**src/rtl/ram_readback_control.sv**
```systemverilog
// ram_readback_control
//
// Reads back DEPTH words from the on-chip RAM (addresses 0..DEPTH-1),
// presents each word on a registered output stream with its index and
// accumulates a modular checksum of the words.
//
// Handshake: start_sig is a level request. A run begins at the first edge
// where start_sig is high in IDLE and continues only while start_sig stays
// high. Dropping start_sig during READ or DRAIN aborts the run (no done_sig).
// A completed run pulses done_sig for exactly one cycle, then the block
// waits for start_sig to go low before it can be started again.
// dout/dout_index are qualified by dout_valid and hold their value otherwise.
//
// Ports:
//   clk        system clock, rising edge
//   rst_n      synchronous active-low reset
//   start_sig  level run request
//   done_sig   one-cycle completion pulse
//   read_en    RAM read enable
//   ram_addr   RAM read address
//   ram_data   RAM read data, valid RD_LAT cycles after its address
//   dout       registered read word
//   dout_index address that dout came from
//   dout_valid dout/dout_index valid this cycle
//   checksum   sum of captured words mod 2^DATA_W
//   fsm_state  current FSM state (debug visibility)

module ram_readback_control #(
   parameter int ADDR_W = 4,
   parameter int DATA_W = 8,
   parameter int DEPTH  = 16,
   parameter int RD_LAT = 1
) (
   input  logic              clk,
   input  logic              rst_n,
   input  logic              start_sig,
   output logic              done_sig,
   output logic              read_en,
   output logic [ADDR_W-1:0] ram_addr,
   input  logic [DATA_W-1:0] ram_data,
   output logic [DATA_W-1:0] dout,
   output logic [ADDR_W-1:0] dout_index,
   output logic              dout_valid,
   output logic [DATA_W-1:0] checksum,
   output logic [2:0]        fsm_state
);

   localparam logic [2:0] S_IDLE     = 3'd0;
   localparam logic [2:0] S_READ     = 3'd1;
   localparam logic [2:0] S_DRAIN    = 3'd2;
   localparam logic [2:0] S_DONE     = 3'd3;
   localparam logic [2:0] S_WAIT_LOW = 3'd4;

   localparam logic [ADDR_W-1:0] LAST_ADDR = ADDR_W'(DEPTH - 1);

   logic [2:0]        state;
   logic [RD_LAT-1:0] pipe_v;
   logic [ADDR_W-1:0] pipe_a [RD_LAT];
   logic              tail_v;
   logic [ADDR_W-1:0] tail_a;
   logic              abort;

   assign fsm_state = state;
   assign tail_v    = pipe_v[RD_LAT-1];
   assign tail_a    = pipe_a[RD_LAT-1];
   assign abort     = !start_sig && (state == S_READ || state == S_DRAIN);

   always_ff @(posedge clk) begin
      if (!rst_n) begin
         state      <= S_IDLE;
         done_sig   <= 1'b0;
         read_en    <= 1'b0;
         ram_addr   <= '0;
         dout       <= '0;
         dout_index <= '0;
         dout_valid <= 1'b0;
         checksum   <= '0;
         pipe_v     <= '0;
         for (int i = 0; i < RD_LAT; i++) pipe_a[i] <= '0;
      end else begin
         // (valid, addr) shift that mirrors the RAM read latency; an abort
         // flushes any reads still in flight so nothing is emitted later.
         if (abort) begin
            pipe_v <= '0;
         end else begin
            pipe_v[0] <= read_en;
            for (int i = 1; i < RD_LAT; i++) pipe_v[i] <= pipe_v[i-1];
         end
         pipe_a[0] <= ram_addr;
         for (int i = 1; i < RD_LAT; i++) pipe_a[i] <= pipe_a[i-1];

         dout_valid <= 1'b0;
         if (tail_v && !abort) begin
            dout       <= ram_data;
            dout_index <= tail_a;
            dout_valid <= 1'b1;
            checksum   <= checksum + ram_data;
         end

         done_sig <= 1'b0;

         case (state)
            S_IDLE: begin
               if (start_sig) begin
                  state    <= S_READ;
                  read_en  <= 1'b1;
                  ram_addr <= '0;
                  checksum <= '0;
               end
            end
            S_READ: begin
               if (abort) begin
                  state    <= S_IDLE;
                  read_en  <= 1'b0;
                  ram_addr <= '0;
               end else if (ram_addr == LAST_ADDR) begin
                  state    <= S_DRAIN;
                  read_en  <= 1'b0;
                  ram_addr <= '0;
               end else begin
                  ram_addr <= ram_addr + 1'b1;
               end
            end
            S_DRAIN: begin
               if (abort) begin
                  state <= S_IDLE;
               end else if (dout_valid && dout_index == LAST_ADDR) begin
                  // Last word is on dout this cycle; done follows next cycle.
                  state    <= S_DONE;
                  done_sig <= 1'b1;
               end
            end
            S_DONE: begin
               state <= S_WAIT_LOW;
            end
            S_WAIT_LOW: begin
               if (!start_sig) state <= S_IDLE;
            end
            default: begin
               state   <= S_IDLE;
               read_en <= 1'b0;
            end
         endcase
      end
   end

endmodule

```
**config.mk**
```make
export PLATFORM = sky130hd
export DESIGN_NAME = ram_readback_control
export DESIGN_NICKNAME = d
export VERILOG_FILES = /design/src/rtl/ram_readback_control.sv
export SDC_FILE = /design/constraint.sdc
export NUM_CORES = 1
export LEC_CHECK = 0
export BUFFER_PORTS_ARGS = -buffer_cell sky130_fd_sc_hd__buf_2
export CAP_MARGIN = 0
export CORE_MARGIN = 3
export CORE_UTILIZATION = 45
export CTS_BUF_LIST = sky130_fd_sc_hd__clkbuf_16
export CTS_CLUSTER_DIAMETER = 150
export DETAILED_ROUTE_END_ITERATION = 16
export GPL_ROUTABILITY_DRIVEN = 0
export GPL_TIMING_DRIVEN = 1
export PLACE_DENSITY = 0.72
export SETUP_SLACK_MARGIN = 0.2
export SYNTH_ARGS = -nofsm -noshare
export SYNTH_HDL_FRONTEND = slang
export SYNTH_SLANG_ARGS = --single-unit
```
**constraint.sdc**
```tcl
create_clock -name clk -period 1.69 [get_ports clk]
set_input_delay 0.169 -clock clk [delete_from_list [all_inputs] [get_ports clk]]
set_output_delay 0.169 -clock clk [all_outputs]
set_load 0.005 [all_outputs]
```
== Word-level counts from Yosys, hierarchy flattened ==
Memory sizes are Yosys's and may differ from the RTL's. A register that Yosys moved wholly into a read port is not among the register bits.
Index checks and enable logic that the tools add are counted.
Cells by class
  add/subtract/negate cells: 2
  multiply operators: 0
  div/mod/pow operators: 0
  $lt $le $gt $ge: 0
  equal/unequal tests: 10
  shift operators: 0
  muxes and demuxes: 24
  bitwise operators: 3
  reductions and logical operators: 16
Operators by type and width (number)
  $mux 8: 3
  $mux 3: 6
  $mux 4: 4
  $pmux 3 s5: 1
  $add 8x8->8: 1
  $eq 4x4->1 const B: 2
  $mux 1: 8
  $pmux 4 s2: 1
  $eq 3x2->1 const B: 2
  $ne 3x2->1 const B: 2
  $reduce_or 3->1: 2
  $add 4x1->4 const B: 1
  $ne 2x2->1 const B: 2
  $reduce_and 4->1: 1
  $reduce_or 4->1: 1
  $eq 3x1->1 const B: 1
  $eq 3x3->1 const B: 1
  $logic_and 1x1->1: 3
  $logic_not 1->1: 3
  $logic_not 3->1: 1
  $not 1->1: 3
  $pmux 1 s3: 1
  $reduce_and 3->1: 1
  $reduce_and 2->1: 1
  other kinds (3): 3
Word-level totals
  bits in registers: 27
  bits in latches: 0
  RAM bits: 4
  memory bits (read-only): 0
  input port bits: 11
  memories kept: 1
Memory list
  pipe_a: depth 1, width 4, read ports 1, clocked after Yosys merged registers in 1, wr ports 1, RTL line 58  | logic [ADDR_W-1:0] pipe_a [RD_LAT];

== Logic depth before layout (Yosys ltp) ==
Gate-level depths: netlist (run 1).
  word-level depth: 8
  mapped depth: 7
  depth with buffers taken out: 7

== Worst setup path after synthesis (run 1) ==
Ideal clock, no wire load.
  path kind: reg-to-reg
  start: reg checksum[1]
  end: reg checksum[7]
  library setup time: 123 ps
  arrival time: 1688 ps
  data required time: 1567 ps
  slack: -121 ps
  stages on the path, launching flop included: 7
  clock period less this slack: 1811 ps
  cell sequence: dfxtp_1 -> ha_1 -> a211oi_2 -> o21ai_1 -> a31oi_1 -> mux2i_1 -> mux2_1
On the way
  longest elaborated chain between the ends: 4
RTL lines
  start: declaration: RTL line 44  | output logic [DATA_W-1:0] checksum,
  start signal: assignment: RTL line 97  | checksum <= checksum + ram_data;
  $add 8x8->8 *: RTL line 97
  $mux 8 *: RTL line 93  | if (tail_v && !abort) begin
  $mux 8: RTL line 104  | if (start_sig) begin
  $mux 8 *: RTL line 102  | case (state)
Mark *: on every way between the ends. The rest lies on a longest branch, timed or not.
A chain may end at the register's enable or synchronous reset.

== Worst setup path after layout (run 1) ==
  start: reg checksum[0]
  end: reg checksum[7]
The elaborated chain is that of the path after synthesis.

==> flow_summary.yaml, run 1 <==
run_status:
  status: "finished, violations left"
  violations: "negative setup slack"
critical_path:
  worst-r2r-cell-count: 7
  critPathRequiredTime_ns: 1.85
  r2r-start: "checksum[0]$_SDFF_PN0_"
  startpoint_type: "register"
  crit_arrival_ns: 1.99
  reg2reg_slack_ns: -0.14
  timing.rr.end: "checksum[7]$_SDFF_PN0_"
  path_max_fanout: 3
  path_class: "register to register"
  setup.worst_path.end: "checksum[7]$_SDFF_PN0_"
  endpoint_kind: "register"
  crit_start: "checksum[0]$_SDFF_PN0_"
clocking:
  cts_made_buffers: 5
  cts_buffer_depth: 2
  clk_pin_slew_ns: 0.05
  cts-root-buf: "clkbuf_16"
  htreeDepth: 2
  cts_tree: "yes"
  numClockSinks: 35
  clock_latency_ns: 0.28
synth:
  synth_area_per_cell_um2: 8.870
  synth_fa_ha_area_share_pct: 7.127
  synth-main-ff-cell: "dfxtp_1"
  synth_cell_types: 45
  synth_top_area_share_pct: 41.57
  synth_top_family_by_area: "compound AO/OA/AOI/OAI gates"
  synth_mux_area_share_pct: 1.262
  netlist_top_cells_count: "dfxtp_1 (35), nand2_1 (35), nor2_1 (12)"
  synth.area.top_cells: "dfxtp_1 (42%), nand2_1 (7.8%), ha_1 (5.9%), a21oi_1 (3.3%), a21boi_0 (3.1%)"
  synthSimpleGateAreaFrac_pct: 21.60
  synth-async-reset-ratio_pct: 0
  syn_inst: 190
  synth-compound-area-share_pct: 22.57
  ys_ff_latch: 35
  synth_xor_area_share_pct: 2.153
  syn_nets: 210
  ys_seq_area_share_pct: 41.57
  ys_warn_count: 0
  synth_edf_count: 0
  yosysTopAreaCell: "dfxtp_1"
  synth.cell_area_mm2: 0.001685
floorplanning:
  dieArea_mm2: 0.004516
  die_y_um: 67.20
  initial_utilization_pct: 48.59
  ioPinCount: 41
  die_x_um: 67.20
  row_count: 21
  core-area_mm2: 0.003468
power_and_ir_drop:
  intPower_w: 0.001499
  p_sw_w: 0.0004772
  p_leak_nw: 1.090
  pwr-share-seq_pct: 43.6
  p_clk_share_pct: 44.2
  peakVddDrop_mv: 0.6447
  comb_power_share_pct: 12.3
  powerDensity_mw_per_mm2: 817.1
  sw_frac_of_total_pct: 24.15
worst_hold_path:
  hold_path_depth: 3
  hold_class: "input pin to register"
cells_and_area:
  fin_cells: 308
  drive_gt1_share_pct: 40.46
  final_core_util_pct: 69.73
  diodes: 0
  design_area_mm2: 0.002419
  areaGrowthSynthToFinish_pct: 43.50
  nets: 281
placement:
  dpl_cell_area_mm2: 0.002088
  dp.final_hpwl_um: 2679
  place_inst: 287
  port_buffers: 40
global_routing:
  grtUsageTotal_pct: 19.43
  grt_max_degree: 26
  grt_overflow: 0
  first_global_vias: 1414
  antenna_found_initial: 0
  grt_pass1_wl_um: 6548
routing:
  via_per_inst: 5.273
  num_vias: 1624
  ant_nets: 0
  wl_per_cell_um: 14.22
  drc: 0
  routed_wl_um: 4380
  dr.pass1.iters: 4
  drt_iter0_drc: 64
job:
  cap_violations: 0
sta:
  fmax_ghz: 0.5467
  tightest_slew_ns: 0.3031
  finalCritPeriodShare_pct: 108.2
  finClkSkew_ns: 0.003280
  rsz0062_at_grt: "yes"
  setup_violations: 3
  worst_slack_ns: -0.1392
  max_slew_margin_pct: 79.72
  fin_crit_ns: 1.829
  hold_viol_final: 0
  slew_violations: 0
repair_timing:
action                                  4_1_cts  5_1_grt
hold buffers                                  0        0
endpoints found under the hold margin         0        0
gates cloned                                  0        1
buffers inserted                              6        6
gates resized for setup                       3       14
endpoints found under the setup margin        5       20
pin swaps                                    14       14
state kept, by name, indices dropped and copies added, names as in the netlist:
register    count
checksum        8
dout            8
dout_index      4
pipe_a          4
ram_addr        4
fsm_state       3
done_sig        1
dout_valid      1
pipe_v          1
read_en         1
critical path, stage by stage (launching register included):
cell and delay (ns):
dfxtp_2 0.33, ha_4 0.17, buf_4 0.14, a211oi_4 0.26, o21ai_2 0.10, a31oi_2 0.16
mux2i_1 0.22, mux2_1 0.33
layout make-up:
class | instances | area, um^2
clock buffer | 5 | 125.1
clock inverter | 3 | 15.01
fill | 270 | 1050
inverter | 3 | 11.26
multi-input combinational | 145 | 1062
sequential | 35 | 706.9
tap | 46 | 57.56
timing repair buffer | 71 | 440.4
power by group through the flow:
stage               Sequential, W  Clock (W)  Combinational [W]
finish                   0.000861   0.000872           0.000242
global route             0.000863   0.000929           0.000267
CTS                      0.000859   0.000879           0.000214
detailed placement       0.000877          0           0.000198
global placement         0.000876          0           0.000197
floorplan                0.000876          0           0.000121
per-layer routing:
| layer | vias up | share of wire [%] | routed length (um) | global-route usage (%) |
|---|---|---|---|---|
| li1 | 820 | - | - | - |
| met1 | 747 | 47 | 2039 | 25.41 |
| met2 | 47 | 45 | 1988 | 28.59 |
| met3 | 10 | 5.4 | 237 | 5.324 |
| met4 | 0 | 2.6 | 114 | 11.14 |
| met5 | - | 0 | 0 | 0 |
per-stage QoR:
step | hold WS (ns) | total power, W | worst slack, ns | setup TNS [ns]
after floorplan | 0.3038 | 0.0009970 | -0.004703 | -0.004703
after global placement | 0.4256 | 0.001073 | -0.05178 | -0.05178
after detailed placement | 0.4310 | 0.001075 | -0.1031 | -0.1686
after CTS | 0.1413 | 0.001953 | -0.07740 | -0.1730
after global routing | 0.1500 | 0.002059 | -0.1845 | -0.4238
final | 0.1446 | 0.001976 | -0.1392 | -0.2525
worst min-delay path by stage:
stage	endpoint	start	slack, ns
after detailed placement	dout[5]$_SDFFE_PN0N_	ram_data[5]	0.43
after global placement	dout[5]$_SDFFE_PN0N_	ram_data[5]	0.43
after floorplan	dout[1]$_SDFFE_PN0N_	ram_data[1]	0.30
final	dout[5]$_SDFFE_PN0N_	ram_data[5]	0.14
after global routing	dout[5]$_SDFFE_PN0N_	ram_data[5]	0.15
after CTS	dout[5]$_SDFFE_PN0N_	ram_data[5]	0.14
kinds of logic (layout without fill, tap and decap cells):
| logic type | count (synthesis) | in the layout |
|---|---|---|
| fa+ha+maj | 9 | 9 |
| buf+inv | 11 | 82 |
| flops | 35 | 35 |
| mux | 2 | 2 |
| simple gates | 78 | 78 |
| xor+xnor | 2 | 2 |
| compound gates | 53 | 54 |
cell usage in the layout, fill, tap and decap left out, types with 2 or more instances in the layout:
master | netlist | final
buf_2 | 2 | 40
nand2_1 | 35 | 35
dfxtp_1 | 35 | 32
buf_4 | 3 | 29
nor2_1 | 12 | 12
a21oi_1 | 11 | 9
a21boi_0 | 7 | 7
a21boi_1 | 6 | 6
nand3_1 | 7 | 6
nor2b_1 | 6 | 6
o21ai_0 | 7 | 6
and2_1 | 5 | 5
clkbuf_16 | 0 | 5
ha_1 | 8 | 4
ha_4 | 0 | 4
inv_1 | 3 | 3
clkinv_2 | 0 | 3
o21a_1 | 2 | 2
o21ai_4 | 1 | 2
and3_1 | 2 | 2
a211oi_4 | 0 | 2
a21oi_2 | 0 | 2
o21ai_2 | 0 | 2
o211ai_1 | 2 | 2
nand2b_1 | 2 | 2
nor3_1 | 2 | 2
a31oi_1 | 3 | 2
dfxtp_2 | 0 | 2
buf_6 | 1 | 2
(Power assumes the default switching activity.)
==> run 2, diff against run 1 <==
==> constraint.sdc (replaced) <==
create_clock -name clk -period 1.69 [get_ports clk]
set_input_delay 0 -clock clk [delete_from_list [all_inputs] [get_ports clk]]
set_output_delay 0 -clock clk [all_outputs]
set_load 0.005 [all_outputs]
==> run 2 against run 1 <==
Net effect:
- the flow still finishes with violations (negative setup slack)
- via count fell by 2.7%
- first-iteration DRC count is 3.1% higher
- global-route usage grew 0.16 points
- cell area increased by 0.67%
- critical path type unchanged
- critical path depth unchanged
- combinational power about the same
- clock power rose by 19%
- sequential power is essentially flat
- hold slack lost 0.13 ns
==> flow_summary.yaml, run 2 (synthesized netlist as in run 1, its figures left out) <==
run_status:
  status: "finished, violations left"
  violations: "negative setup slack"
critical_path:
  endpoint_kind: "register"
  path_max_fanout: 3
  startpoint_type: "register"
  timing.rr.end: "checksum[6]$_SDFF_PN0_"
  crit_arrival_ns: 1.91
  reg2reg_slack_ns: -0.06
  r2r-start: "checksum[1]$_SDFF_PN0_"
  worst-r2r-cell-count: 7
  critPathRequiredTime_ns: 1.85
  path_class: "register to register"
clocking:
  cts_made_buffers: 5
  htreeDepth: 2
  cts-root-buf: "clkbuf_16"
  cts_tree: "yes"
  numClockSinks: 35
  clock_latency_ns: 0.28
  clk_pin_slew_ns: 0.05
  cts_buffer_depth: 2
cells_and_area:
  nets: 279
  layout.cells.most_common: "buf_2"
  fin_cells: 306
  drive_gt1_share_pct: 39.62
  regArea_um2: 713.2
  multiInputGateArea_mm2: 0.001031
  diodes: 0
  areaGrowthSynthToFinish_pct: 44.47
  fill_cells: 277
  reg_top3: "checksum: 8 flops, dout: 8 flops"
  final_cell_mix: "buf_2 (40), nand2_1 (35), dfxtp_1 (29)"
worst_hold_path:
  hold_start: "ram_data[2]"
  hold_class: "input pin to register"
  hold-path-endpoint: "dout[2]$_SDFFE_PN0N_"
  hold_path_depth: 3
job:
  cap_violations: 0
power_and_ir_drop:
  p_clk_share_pct: 48.7
  pwr-share-seq_pct: 40.1
  powerDensity_mw_per_mm2: 878.9
  sw_frac_of_total_pct: 22.56
  peakVddDrop_mv: 0.6182
  power_w: 0.002140
  p_sw_w: 0.0004827
  p_leak_nw: 1.081
  intPower_w: 0.001657
  comb_power_share_pct: 11.2
routing:
  dr.pass1.iters: 4
  drt_iter0_drc: 66
  via_per_inst: 5.163
  wl_per_cell_um: 13.85
  routed_wl_um: 4238
  ant_nets: 0
  num_vias: 1580
  drc: 0
global_routing:
  first_global_vias: 1444
  grt_overflow: 0
  antenna_found_initial: 0
  grtUsageTotal_pct: 19.59
  grt_max_degree: 26
  grt_pass1_wl_um: 6658
floorplanning:
  core-area_mm2: 0.003468
  die_y_um: 67.20
  row_count: 21
  die_x_um: 67.20
  ioPinCount: 41
  initial_utilization_pct: 48.59
  dieArea_mm2: 0.004516
placement:
  dp.final_hpwl_um: 2816
  place_inst: 284
  port_buffers: 40
  place_ws_ns: -0.05371
sta:
  tightest_slew_ns: 0.4284
  finClkSkew_ns: 0.004272
  hold_viol_final: 0
  max_slew_margin_pct: 71.33
  rsz0062_at_grt: "yes"
  worst_hold_slack_ns: 0.01198
  worst_slack_ns: -0.05990
  slew_violations: 0
  fin_crit_ns: 1.750
  fmax_ghz: 0.5715
  setup_violations: 3
  finalCritPeriodShare_pct: 103.5
==> run 2: cell types whose count changed in the layout (fill, tap and decap cells not counted), moves of 2 or more <==
cell           previous run  this run
dlygate4sd3_1             0         3
buf_4                    29        24
a211oi_2                  1         3
dfxtp_2                   2         4
dfxtp_1                  32        29
clkinv_2                  3         1
a211oi_4                  2         0
==> run 2: critical path, cell delays in order, from the launching register on <==
cell	delay (ns)
dfxtp_4	0.35
buf_4	0.15
fa_2	0.39
a211oi_2	0.21
o21bai_1	0.13
a21oi_2	0.19
or4_4	0.14
nand3_2	0.06
==> run 2: area by class of cell <==
| class | count | area share [%] |
|---|---|---|
| multi-input cells | 144 | 42.34 |
| flip-flops and latches | 35 | 29.29 |
| repair buffers | 70 | 18.60 |
| clock buffers | 5 | 5.139 |
| well taps | 46 | 2.364 |
| clock inverters | 3 | 1.799 |
| inverters | 3 | 0.4625 |
==> run 2: what timing repair did <==
| item | 4_1_cts | 5_1_grt |
|---|---|---|
| endpoints found under the hold margin | 3 | 0 |
| pin swaps | 11 | 5 |
| setup buffers | 5 | 6 |
| resized for setup | 9 | 8 |
| hold buffers | 3 | 0 |
| endpoints found under the setup margin | 4 | 17 |
==> run 2: how the worst max path moves through the flow <==
stage	startpoint	to	slack (ns)	depth (start not counted)
2_1_floorplan	checksum[1]$_SDFF_PN0_	checksum[7]$_SDFF_PN0_	-0.005	6
3_3_place_gp	checksum[1]$_SDFF_PN0_	checksum[7]$_SDFF_PN0_	-0.009	6
3_5_place_dp	checksum[1]$_SDFF_PN0_	checksum[7]$_SDFF_PN0_	-0.05	6
4_1_cts	checksum[1]$_SDFF_PN0_	checksum[7]$_SDFF_PN0_	-0.05	6
5_1_grt	checksum[1]$_SDFF_PN0_	checksum[7]$_SDFF_PN0_	-0.18	6
6_report	checksum[1]$_SDFF_PN0_	checksum[6]$_SDFF_PN0_	-0.06	7
==> run 2: metal layers <==
metal / vias up / track usage (%) / wire length [um]
met5: - / 0 / 0
met4: 0 / 8.354 / 59
met3: 7 / 4.659 / 214
met2: 37 / 31.78 / 1983
met1: 730 / 24.74 / 1980
li1: 806 / - / -
==> run 2: power by group through the flow <==
stage / logic, W / clock network [W] / registers [W]
3_3_place_gp: 0.000193 / 0 / 0.000876
2_1_floorplan: 0.000121 / 0 / 0.000876
3_5_place_dp: 0.000196 / 0 / 0.000877
6_report: 0.000241 / 0.00104 / 0.000858
4_1_cts: 0.000218 / 0.00105 / 0.000858
5_1_grt: 0.000264 / 0.00110 / 0.000860
==> run 2: through the flow <==
step	instance area (um^2)	utilization [%]	setup TNS (ns)
2_1_floorplan	1739	-	-0.004703
3_3_place_gp	2066	59.56	-0.009066
3_5_place_dp	2066	59.56	-0.08056
4_1_cts	2344	67.57	-0.1373
5_1_grt	2435	70.20	-0.4396
6_report	2435	70.20	-0.1412
